[config.mk]
export PLATFORM = sky130hd
export DESIGN_NAME = alarm_scheduler_flat
export DESIGN_NICKNAME = d
export VERILOG_FILES = /design/src/rtl/alarm_scheduler_if.sv /design/src/rtl/alarm_scheduler.sv /design/src/flat_wrapper.sv
export SDC_FILE = /design/constraint.sdc
export NUM_CORES = 1
export LEC_CHECK = 0
export CAP_MARGIN = 10
export CORE_AREA = 2 2 101 103
export CTS_CLUSTER_DIAMETER = 120
export DETAILED_ROUTE_END_ITERATION = 10
export DIE_AREA = 0 0 103 105
export PLACE_DENSITY = 0.8
export SYNTH_ARGS = -nofsm -noshare
export SYNTH_HDL_FRONTEND = slang
export SYNTH_SLANG_ARGS = --single-unit
[constraint.sdc]
create_clock -name clk_1s -period 3.5 [get_ports clk_1s]
set_clock_uncertainty 0.05 [all_clocks]
set_input_delay 0.525 -clock clk_1s [delete_from_list [all_inputs] [get_ports clk_1s]]
set_output_delay 0.525 -clock clk_1s [all_outputs]
set_load 0.01 [all_outputs]
[src/rtl/alarm_scheduler_if.sv]
// Signal bundle between the time-of-day counter / user controls and the alarm scheduler.
// The master side drives time, slot writes and requests; the slave side returns alarm status.
interface alarm_scheduler_if;
    logic [1:0] cur_h1;
    logic [3:0] cur_h0;
    logic [3:0] cur_m1;
    logic [3:0] cur_m0;
    logic [3:0] cur_s1;
    logic [3:0] cur_s0;
    logic       wr_en;
    logic [1:0] wr_slot;
    logic [1:0] wr_h1;
    logic [3:0] wr_h0;
    logic [3:0] wr_m1;
    logic [3:0] wr_m0;
    logic       wr_enable;
    logic       al_on;
    logic       snooze;
    logic       stop;
    logic       alarm;
    logic [1:0] ring_slot;
    logic       snoozing;
    logic [9:0] snooze_left;
    logic [3:0] slot_en;

    modport master (
        output cur_h1, cur_h0, cur_m1, cur_m0, cur_s1, cur_s0,
        output wr_en, wr_slot, wr_h1, wr_h0, wr_m1, wr_m0, wr_enable,
        output al_on, snooze, stop,
        input  alarm, ring_slot, snoozing, snooze_left, slot_en
    );

    modport slave (
        input  cur_h1, cur_h0, cur_m1, cur_m0, cur_s1, cur_s0,
        input  wr_en, wr_slot, wr_h1, wr_h0, wr_m1, wr_m0, wr_enable,
        input  al_on, snooze, stop,
        output alarm, ring_slot, snoozing, snooze_left, slot_en
    );
endinterface

[src/rtl/alarm_scheduler.sv]
// Four-slot alarm controller: slot storage, lowest-index match arbitration and the
// IDLE / RING / SNOOZE sequencer driving the buzzer. All outputs are registered.
module alarm_scheduler #(
    parameter int SNOOZE_SEC       = 300,
    parameter int RING_TIMEOUT_SEC = 60
) (
    input  logic               clk_1s,
    input  logic               reset,
    alarm_scheduler_if.slave   bus
);
    typedef enum logic [1:0] {IDLE, RING, SNOOZE} state_t;

    state_t     state_reg;
    logic       alarm_reg;
    logic [1:0] ring_slot_reg;
    logic       snoozing_reg;
    logic [9:0] snooze_left_reg;
    logic [9:0] ring_cnt_reg;

    logic [1:0] slot_h1_reg [4];
    logic [3:0] slot_h0_reg [4];
    logic [3:0] slot_m1_reg [4];
    logic [3:0] slot_m0_reg [4];
    logic       slot_en_reg [4];

    logic [3:0] match;
    logic       any_match;
    logic [1:0] winner;
    logic       top_of_minute;

    assign top_of_minute = (bus.cur_s1 == 4'd0) && (bus.cur_s0 == 4'd0);

    genvar gi;
    generate
        for (gi = 0; gi < 4; gi++) begin : g_slot
            always_ff @(posedge clk_1s or posedge reset) begin
                if (reset) begin
                    slot_h1_reg[gi] <= 2'd0;
                    slot_h0_reg[gi] <= 4'd0;
                    slot_m1_reg[gi] <= 4'd0;
                    slot_m0_reg[gi] <= 4'd0;
                    slot_en_reg[gi] <= 1'b0;
                end else if (bus.wr_en && (bus.wr_slot == 2'(gi))) begin
                    slot_h1_reg[gi] <= bus.wr_h1;
                    slot_h0_reg[gi] <= bus.wr_h0;
                    slot_m1_reg[gi] <= bus.wr_m1;
                    slot_m0_reg[gi] <= bus.wr_m0;
                    slot_en_reg[gi] <= bus.wr_enable;
                end
            end

            // Compares against the stored contents, so a same-edge write only counts next edge.
            assign match[gi] = slot_en_reg[gi] && bus.al_on && top_of_minute &&
                               (bus.cur_h1 == slot_h1_reg[gi]) &&
                               (bus.cur_h0 == slot_h0_reg[gi]) &&
                               (bus.cur_m1 == slot_m1_reg[gi]) &&
                               (bus.cur_m0 == slot_m0_reg[gi]);

            assign bus.slot_en[gi] = slot_en_reg[gi];
        end
    endgenerate

    always_comb begin
        any_match = |match;
        winner    = 2'd0;
        for (int i = 3; i >= 0; i--) begin
            if (match[i]) winner = 2'(i);
        end
    end

    always_ff @(posedge clk_1s or posedge reset) begin
        if (reset) begin
            state_reg       <= IDLE;
            alarm_reg       <= 1'b0;
            ring_slot_reg   <= 2'd0;
            snoozing_reg    <= 1'b0;
            snooze_left_reg <= 10'd0;
            ring_cnt_reg    <= 10'd0;
        end else begin
            case (state_reg)
                IDLE: begin
                    if (any_match) begin
                        state_reg     <= RING;
                        alarm_reg     <= 1'b1;
                        ring_slot_reg <= winner;
                        ring_cnt_reg  <= 10'd0;
                    end
                end
                RING: begin
                    if (bus.stop || !bus.al_on) begin
                        state_reg <= IDLE;
                        alarm_reg <= 1'b0;
                    end else if (bus.snooze) begin
                        state_reg       <= SNOOZE;
                        alarm_reg       <= 1'b0;
                        snoozing_reg    <= 1'b1;
                        snooze_left_reg <= 10'(SNOOZE_SEC);
                    end else if (ring_cnt_reg == 10'(RING_TIMEOUT_SEC - 1)) begin
                        state_reg <= IDLE;
                        alarm_reg <= 1'b0;
                    end else begin
                        ring_cnt_reg <= ring_cnt_reg + 10'd1;
                    end
                end
                SNOOZE: begin
                    if (bus.stop || !bus.al_on) begin
                        state_reg       <= IDLE;
                        snoozing_reg    <= 1'b0;
                        snooze_left_reg <= 10'd0;
                    end else if (any_match || (snooze_left_reg == 10'd1)) begin
                        // A fresh match takes over the ring; otherwise the snoozed slot re-rings.
                        state_reg       <= RING;
                        alarm_reg       <= 1'b1;
                        ring_cnt_reg    <= 10'd0;
                        snoozing_reg    <= 1'b0;
                        snooze_left_reg <= 10'd0;
                        if (any_match) ring_slot_reg <= winner;
                    end else begin
                        snooze_left_reg <= snooze_left_reg - 10'd1;
                    end
                end
                default: begin
                    state_reg <= IDLE;
                    alarm_reg <= 1'b0;
                end
            endcase
        end
    end

    assign bus.alarm       = alarm_reg;
    assign bus.ring_slot   = ring_slot_reg;
    assign bus.snoozing    = snoozing_reg;
    assign bus.snooze_left = snooze_left_reg;
endmodule

[src/flat_wrapper.sv]
// flat-port wrapper written by rule: the top's interface ports become plain ports
module alarm_scheduler_flat 
#(
    parameter int SNOOZE_SEC       = 300,
    parameter int RING_TIMEOUT_SEC = 60
)
  (clk_1s, reset, bus_cur_h1, bus_cur_h0, bus_cur_m1, bus_cur_m0, bus_cur_s1, bus_cur_s0, bus_wr_en, bus_wr_slot, bus_wr_h1, bus_wr_h0, bus_wr_m1, bus_wr_m0, bus_wr_enable, bus_al_on, bus_snooze, bus_stop, bus_alarm, bus_ring_slot, bus_snoozing, bus_snooze_left, bus_slot_en);
  alarm_scheduler_if bus_i ();
  input  logic clk_1s;
  input  logic reset;
  input wire logic [$bits(bus_i.cur_h1)-1:0] bus_cur_h1;
  input wire logic [$bits(bus_i.cur_h0)-1:0] bus_cur_h0;
  input wire logic [$bits(bus_i.cur_m1)-1:0] bus_cur_m1;
  input wire logic [$bits(bus_i.cur_m0)-1:0] bus_cur_m0;
  input wire logic [$bits(bus_i.cur_s1)-1:0] bus_cur_s1;
  input wire logic [$bits(bus_i.cur_s0)-1:0] bus_cur_s0;
  input wire logic [$bits(bus_i.wr_en)-1:0] bus_wr_en;
  input wire logic [$bits(bus_i.wr_slot)-1:0] bus_wr_slot;
  input wire logic [$bits(bus_i.wr_h1)-1:0] bus_wr_h1;
  input wire logic [$bits(bus_i.wr_h0)-1:0] bus_wr_h0;
  input wire logic [$bits(bus_i.wr_m1)-1:0] bus_wr_m1;
  input wire logic [$bits(bus_i.wr_m0)-1:0] bus_wr_m0;
  input wire logic [$bits(bus_i.wr_enable)-1:0] bus_wr_enable;
  input wire logic [$bits(bus_i.al_on)-1:0] bus_al_on;
  input wire logic [$bits(bus_i.snooze)-1:0] bus_snooze;
  input wire logic [$bits(bus_i.stop)-1:0] bus_stop;
  output wire logic [$bits(bus_i.alarm)-1:0] bus_alarm;
  output wire logic [$bits(bus_i.ring_slot)-1:0] bus_ring_slot;
  output wire logic [$bits(bus_i.snoozing)-1:0] bus_snoozing;
  output wire logic [$bits(bus_i.snooze_left)-1:0] bus_snooze_left;
  output wire logic [$bits(bus_i.slot_en)-1:0] bus_slot_en;
  assign bus_i.cur_h1 = bus_cur_h1;
  assign bus_i.cur_h0 = bus_cur_h0;
  assign bus_i.cur_m1 = bus_cur_m1;
  assign bus_i.cur_m0 = bus_cur_m0;
  assign bus_i.cur_s1 = bus_cur_s1;
  assign bus_i.cur_s0 = bus_cur_s0;
  assign bus_i.wr_en = bus_wr_en;
  assign bus_i.wr_slot = bus_wr_slot;
  assign bus_i.wr_h1 = bus_wr_h1;
  assign bus_i.wr_h0 = bus_wr_h0;
  assign bus_i.wr_m1 = bus_wr_m1;
  assign bus_i.wr_m0 = bus_wr_m0;
  assign bus_i.wr_enable = bus_wr_enable;
  assign bus_i.al_on = bus_al_on;
  assign bus_i.snooze = bus_snooze;
  assign bus_i.stop = bus_stop;
  assign bus_alarm = bus_i.alarm;
  assign bus_ring_slot = bus_i.ring_slot;
  assign bus_snoozing = bus_i.snoozing;
  assign bus_snooze_left = bus_i.snooze_left;
  assign bus_slot_en = bus_i.slot_en;
  alarm_scheduler #(.SNOOZE_SEC(SNOOZE_SEC), .RING_TIMEOUT_SEC(RING_TIMEOUT_SEC)) u_core (.clk_1s(clk_1s), .reset(reset), .bus(bus_i));
endmodule
* After elaboration in Yosys (flattened, before gate mapping)
Cells that the tools add are included.
** Operators by class
- $add $sub $neg :: 2
- Eq/ne operators :: 32
- Muxes and demuxes :: 39
- Reductions and logical operators :: 46
** Operators by type and width (number)
- 10-bit two-way mux :: 10
- 4-bit equality test :: 12
- 10-bit case mux with 3 select lines :: 1
- 1-bit logical AND :: 29
- 2-bit two-way mux :: 13
- 10-bit case mux with 2 select lines :: 1
- 10-bit by 1-bit adder with 10-bit output, second input constant :: 1
- 10-bit by 1-bit equality test with 1-bit output, second input constant :: 1
- 10-bit by 6-bit equality test with 1-bit output, second input constant :: 1
- 1-bit two-way mux :: 10
- 2-bit != test, second input constant :: 5
- 10-bit by 1-bit subtractor with 10-bit output, second input constant :: 1
- 3-bit AND reduction :: 3
- 2-bit equality test :: 4
- 4-bit zero test :: 2
- 4-bit AND reduction :: 2
- 7-bit AND reduction :: 1
- 2-bit equality test, second input constant :: 3
- 2-bit case mux with 3 select lines :: 1
- 2-bit by 1-bit equality test with 1-bit output, second input constant :: 2
- 2-bit zero test :: 2
- 2-bit by 1-bit != test with 1-bit output, second input constant :: 2
- 4-bit by 2-bit != test with 1-bit output, second input constant :: 1
- 2-bit case mux with 2 select lines :: 1
- other kinds (8) :: 10
** Storage, ports and cells
- Register bits :: 86
- Input bits :: 45
- Output and inout port bits :: 18
- Logic and storage cells :: 145

* Logic depth before layout (Yosys ltp)
- Depth after elaboration :: 15
- Gate-level depth with buffers :: 9
- Mapped depth without buffers :: 8

* Least setup slack after synthesis
OpenSTA, ideal clock, no wires.
- Path type :: input port to flip-flop
- Start :: input port bus_cur_m0[3]
- End :: register u_core.ring_cnt_reg[5]
- Setup time :: 122 ps
- Data arrival time :: 2055 ps
- Data required time :: 3328 ps
- Path slack :: 1273 ps
- Stages on the path :: 8
- Buffers on the path :: 2
- Cell sequence :: buf_4 xnor2_1 nand4_1 nor4_2 or4_4 buf_6 o21a_4 a32o_1
** On the way
- Cells in the longest elaborated chain, start to end :: 6
- Elaborated cells between the ends (all ways) :: 13
- Those cells by class :: 6 x eq/ne; 7 x reduce/logical
** Ends and longest elaborated chain
- start: declaration :: line flat_wrapper.sv:14 : input wire logic [$bits(bus_i.cur_m0)-1:0] bus_cur_m0;
- 4-bit equality test :: line alarm_scheduler.sv:57 : (bus.cur_m0 == slot_m0_reg[gi]);
- 1-bit logical AND :: line alarm_scheduler.sv:56 : (bus.cur_m1 == slot_m1_reg[gi]) &&
- 4-bit OR reduction * :: line alarm_scheduler.sv:64 : any_match = |match;
- 1-bit logical OR :: line alarm_scheduler.sv:110 : end else if (any_match || (snooze_left_reg == 10'd1)) begin
- 2-bit by 1-bit != test with 1-bit output (no line)
- 7-bit AND reduction (no line) *
- end signal: assignment :: line alarm_scheduler.sv:102 : ring_cnt_reg <= ring_cnt_reg + 10'd1;
- end: declaration :: line alarm_scheduler.sv:18 : logic [9:0] ring_cnt_reg;
Every way passes the cells marked *; elsewhere a longest branch is shown, timed or not.
A chain may end at the register's enable or synchronous reset.

* Worst setup path in the final report
- Start :: register u_core.state_reg[1]
- End :: register u_core.state_reg[1]
** On the way
- Cells in the longest elaborated chain, start to end :: 3
- Elaborated cells between the ends (all ways) :: 8
- Those cells by class :: 5 x eq/ne; 1 x mux; 2 x reduce/logical
** Ends and longest elaborated chain
- start: declaration :: line alarm_scheduler.sv:13 : state_t state_reg;
- start signal: assignment :: line alarm_scheduler.sv:73 : state_reg <= IDLE;
- start signal: assignment :: line alarm_scheduler.sv:83 : state_reg <= RING;
- start signal: assignment :: line alarm_scheduler.sv:91 : state_reg <= IDLE;
- 2-bit by 1-bit equality test with 1-bit output (tied with other cells) :: line alarm_scheduler.sv:80 : case (state_reg)
- 4-bit by 2-bit != test with 1-bit output (no line) (tied with other cells)
- 3-bit AND reduction (no line)
Several ways; a longest one is shown, not always the timed one.

==> impl_metrics.toml <==
[worst_setup_path]
crit_fanout = 14
path_class = "register to register"
endpoint = "u_core.state_reg[1]"
cp.arrival_ps = 2710
timing.rr.end = "u_core.state_reg[1]"
ff2ff_setup_slack_ps = 970
r2r_cells = 7
crit_path_end_kind = "register"
worstPathRequired_ps = 3680
timing.rr.start = "u_core.state_reg[1]"
cp-start-kind = "register"
crit_start = "u_core.state_reg[1]"

[clock_tree]
postCtsSetupBuffers = 0
cts_buffers = 9
clockBufferDepth = 2
cts_resized = 0
cts_num_sinks = 86
clk_latency_ps = 350
cts_max_level = 3
cts-hold-fix-buffers = 0
cts_tree = "yes"
clk_pin_slew_ps = 90
clockRootBuffer = "clkbuf_8"

[synth]
synth_top_area_share_pct = 45.0
synth_ff_type = "dfrtp_1"
yosysUniqueCellTypes = 56
synthCells = 417
yosys_warnings = 0
synth_edf_count = 0
avgSynthCellArea_um2 = 11.5
synthesis.nets = 469
syn_area_um2 = 4780
synthTopCellsByArea = "dfrtp_1 45%, mux2_2 14%, xnor2_1 11%, buf_4 2.2%, ha_1 1.8%"
yosysSeqAreaShare_pct = 45.0
yosys_register_bits = 86
yosys.area.top_type = "dfrtp_1"
async_reset_ff_share_pct = 100

[routing]
dr.pass1.iters = 5
route.detailed.drc = 0
num_vias = 3411
wl_per_cell_um = 16.8
drt_iter0_drc = 157
wl_mm = 10.2
drtAntennaViolNets = 0
via_per_inst = 5.62

[placed_design]
post-place-ws_ps = 612
port_buffers = 62
detailed_place_hpwl_mm = 7.59
post-place-cells = 591
globalplace.congestion = 0.808

[timing]
holdWs_ps = 482
max_freq_mhz = 395
hold_viol = 0
relSlewSlack_pct = 40.5
tns_ps = 0
slew_violations = 0
worst_slack_ps = 970
setup_violations = 0
rsz0062_at_grt = "false"
worst_pin_slew_ps = 890
min_period_over_period_pct = 72.3
fin_crit_ps = 2530

[global_route]
grt.overflow.total = 0
grt_usage_pct = 19.9
grt_pass1_wl_mm = 16.8
grt_pass1_vias = 3467
grt_antenna_before_repair = 0
grt_max_degree = 45

[floorplanning]
ios = 63
coreArea_um2 = 9640
rows = 36
initial_core_util_pct = 49.6
die_h_um = 105
dieArea_um2 = 10800
dieWidth_um = 103

[cells_and_area]
area_growth_pct = 18.6
num_antenna_cells = 0
stdcell_count = 607
layout-drive-gt1-share_pct = 20.7
nFillCells = 830
nets = 521

[pwr]
p_per_area_nw_per_um2 = 528
max-vdd-ir-drop_uv = 220
leakage_nw = 2.17

[run]
drv_cap = 0

[status]
status = "finished clean"

[worst_hold_path]
worstHoldStart = "u_core.slot_h0_reg[2]"
hold_class = "register to register"
-- how the worst min path moves through the flow --
stage                                   endpoint  slack (ps)  depth (start not counted)
after detailed placement   u_core.slot_h0_reg[8]         470                          1
after global routing       u_core.slot_h0_reg[2]         500                          1
final                      u_core.slot_h0_reg[2]         480                          1
after CTS                  u_core.slot_h0_reg[8]         490                          1
after global placement    u_core.ring_cnt_reg[0]         450                          1
after floorplan           u_core.ring_cnt_reg[0]         430                          1
-- final cells by class --
cell class	instances	area (um^2)	share of cell area, %
clock buffers	12	155	2.73
clock inverters	4	77.6	1.37
inverters	11	42.5	0.750
multi-input cells	295	2420	42.6
flip-flops and latches	86	2150	37.9
well taps	133	166	2.93
repair buffers	66	663	11.7
-- report_power, final --
| part | leakage [nW] | internal [mW] | switching [mW] |
|---|---|---|---|
| Combinational | 1.00 | 0.459 | 0.358 |
| Sequential | 1.05 | 1.19 | 0.181 |
| Clock | 0.117 | 0.446 | 0.362 |
| Total | 2.17 | 2.09 | 0.901 |
-- critical path: stages (launching register included) --
cell	delay (ps)
dfrtp_1	420
inv_1	90
ha_1	510
inv_1	250
nor3b_1	550
nand2b_1	240
a2bb2oi_1	180
o21ai_0	110
-- synthesized netlist by cell type, types with 2 or more instances --
cell / n
o221ai_1: 2
nor3b_1: 2
or4_1: 2
and3_1: 4
nand2b_1: 4
o21ai_0: 7
nand2_1: 17
xor2_1: 2
mux2_2: 61
a21oi_1: 9
nand3_1: 13
inv_1: 11
and2_1: 2
a32o_1: 2
a31oi_1: 3
nand4_1: 14
nor2b_1: 2
o2bb2ai_1: 6
nor4_2: 6
nor3_1: 13
or3_1: 6
or2_2: 3
xnor2_1: 58
ha_1: 7
dfrtp_1: 86
clkbuf_1: 5
nand3b_1: 3
nor2_1: 8
mux2i_1: 2
buf_6: 4
o211ai_1: 7
a2bb2oi_1: 2
buf_4: 14
nor4_1: 6
o21a_1: 3
-- cell families after synthesis --
group	count (synthesis)	share of synthesized area, %
AO/OA/AOI/OAI	53	8.68
XOR/XNOR	60	11.0
adder cells (fa/ha/maj)	7	1.83
buffers and inverters	36	4.60
flip-flops	86	45.0
multiplexers	63	14.8
AND/OR/NAND/NOR	112	14.1
-- metal layers --
layer / share of wire, % / GRT usage, %
met5: 0 / 0
met4: 1.2 / 5.45
met3: 4.3 / 3.61
met2: 50 / 33.6
met1: 44 / 26.1
-- placed cells by master, fill, tap and decap left out, types with 3 or more instances in the layout --
master,synthesis,routed
buf_4,14,3
mux2_2,61,61
xnor2_1,58,58
nor4_1,6,6
o21a_1,3,3
and3_1,4,4
dfrtp_1,86,86
or2_2,3,3
inv_1,11,10
o211ai_1,7,7
o2bb2ai_1,6,6
a31oi_1,3,3
nor2_1,8,8
nor4_2,6,6
or3_1,6,6
clkdlybuf4s50_1,0,62
nand2_1,17,17
ha_1,7,7
nand2b_1,4,4
nand3b_1,3,3
nand4_1,14,14
o21ai_0,7,7
a21oi_1,9,9
nand3_1,13,13
nor3_1,13,13
clkbuf_8,0,11
-- stage by stage --
stage | utilization (%) | instance area (um^2) | power (mW)
2_1_floorplan | - | 4780 | 1.89
3_3_place_gp | 56.4 | 5440 | 2.17
3_5_place_dp | 56.4 | 5440 | 2.21
4_1_cts | 58.9 | 5670 | 3.02
5_1_grt | 58.9 | 5670 | 3.16
6_report | 58.9 | 5670 | 2.99
Power figures use the tool's default switching activity.
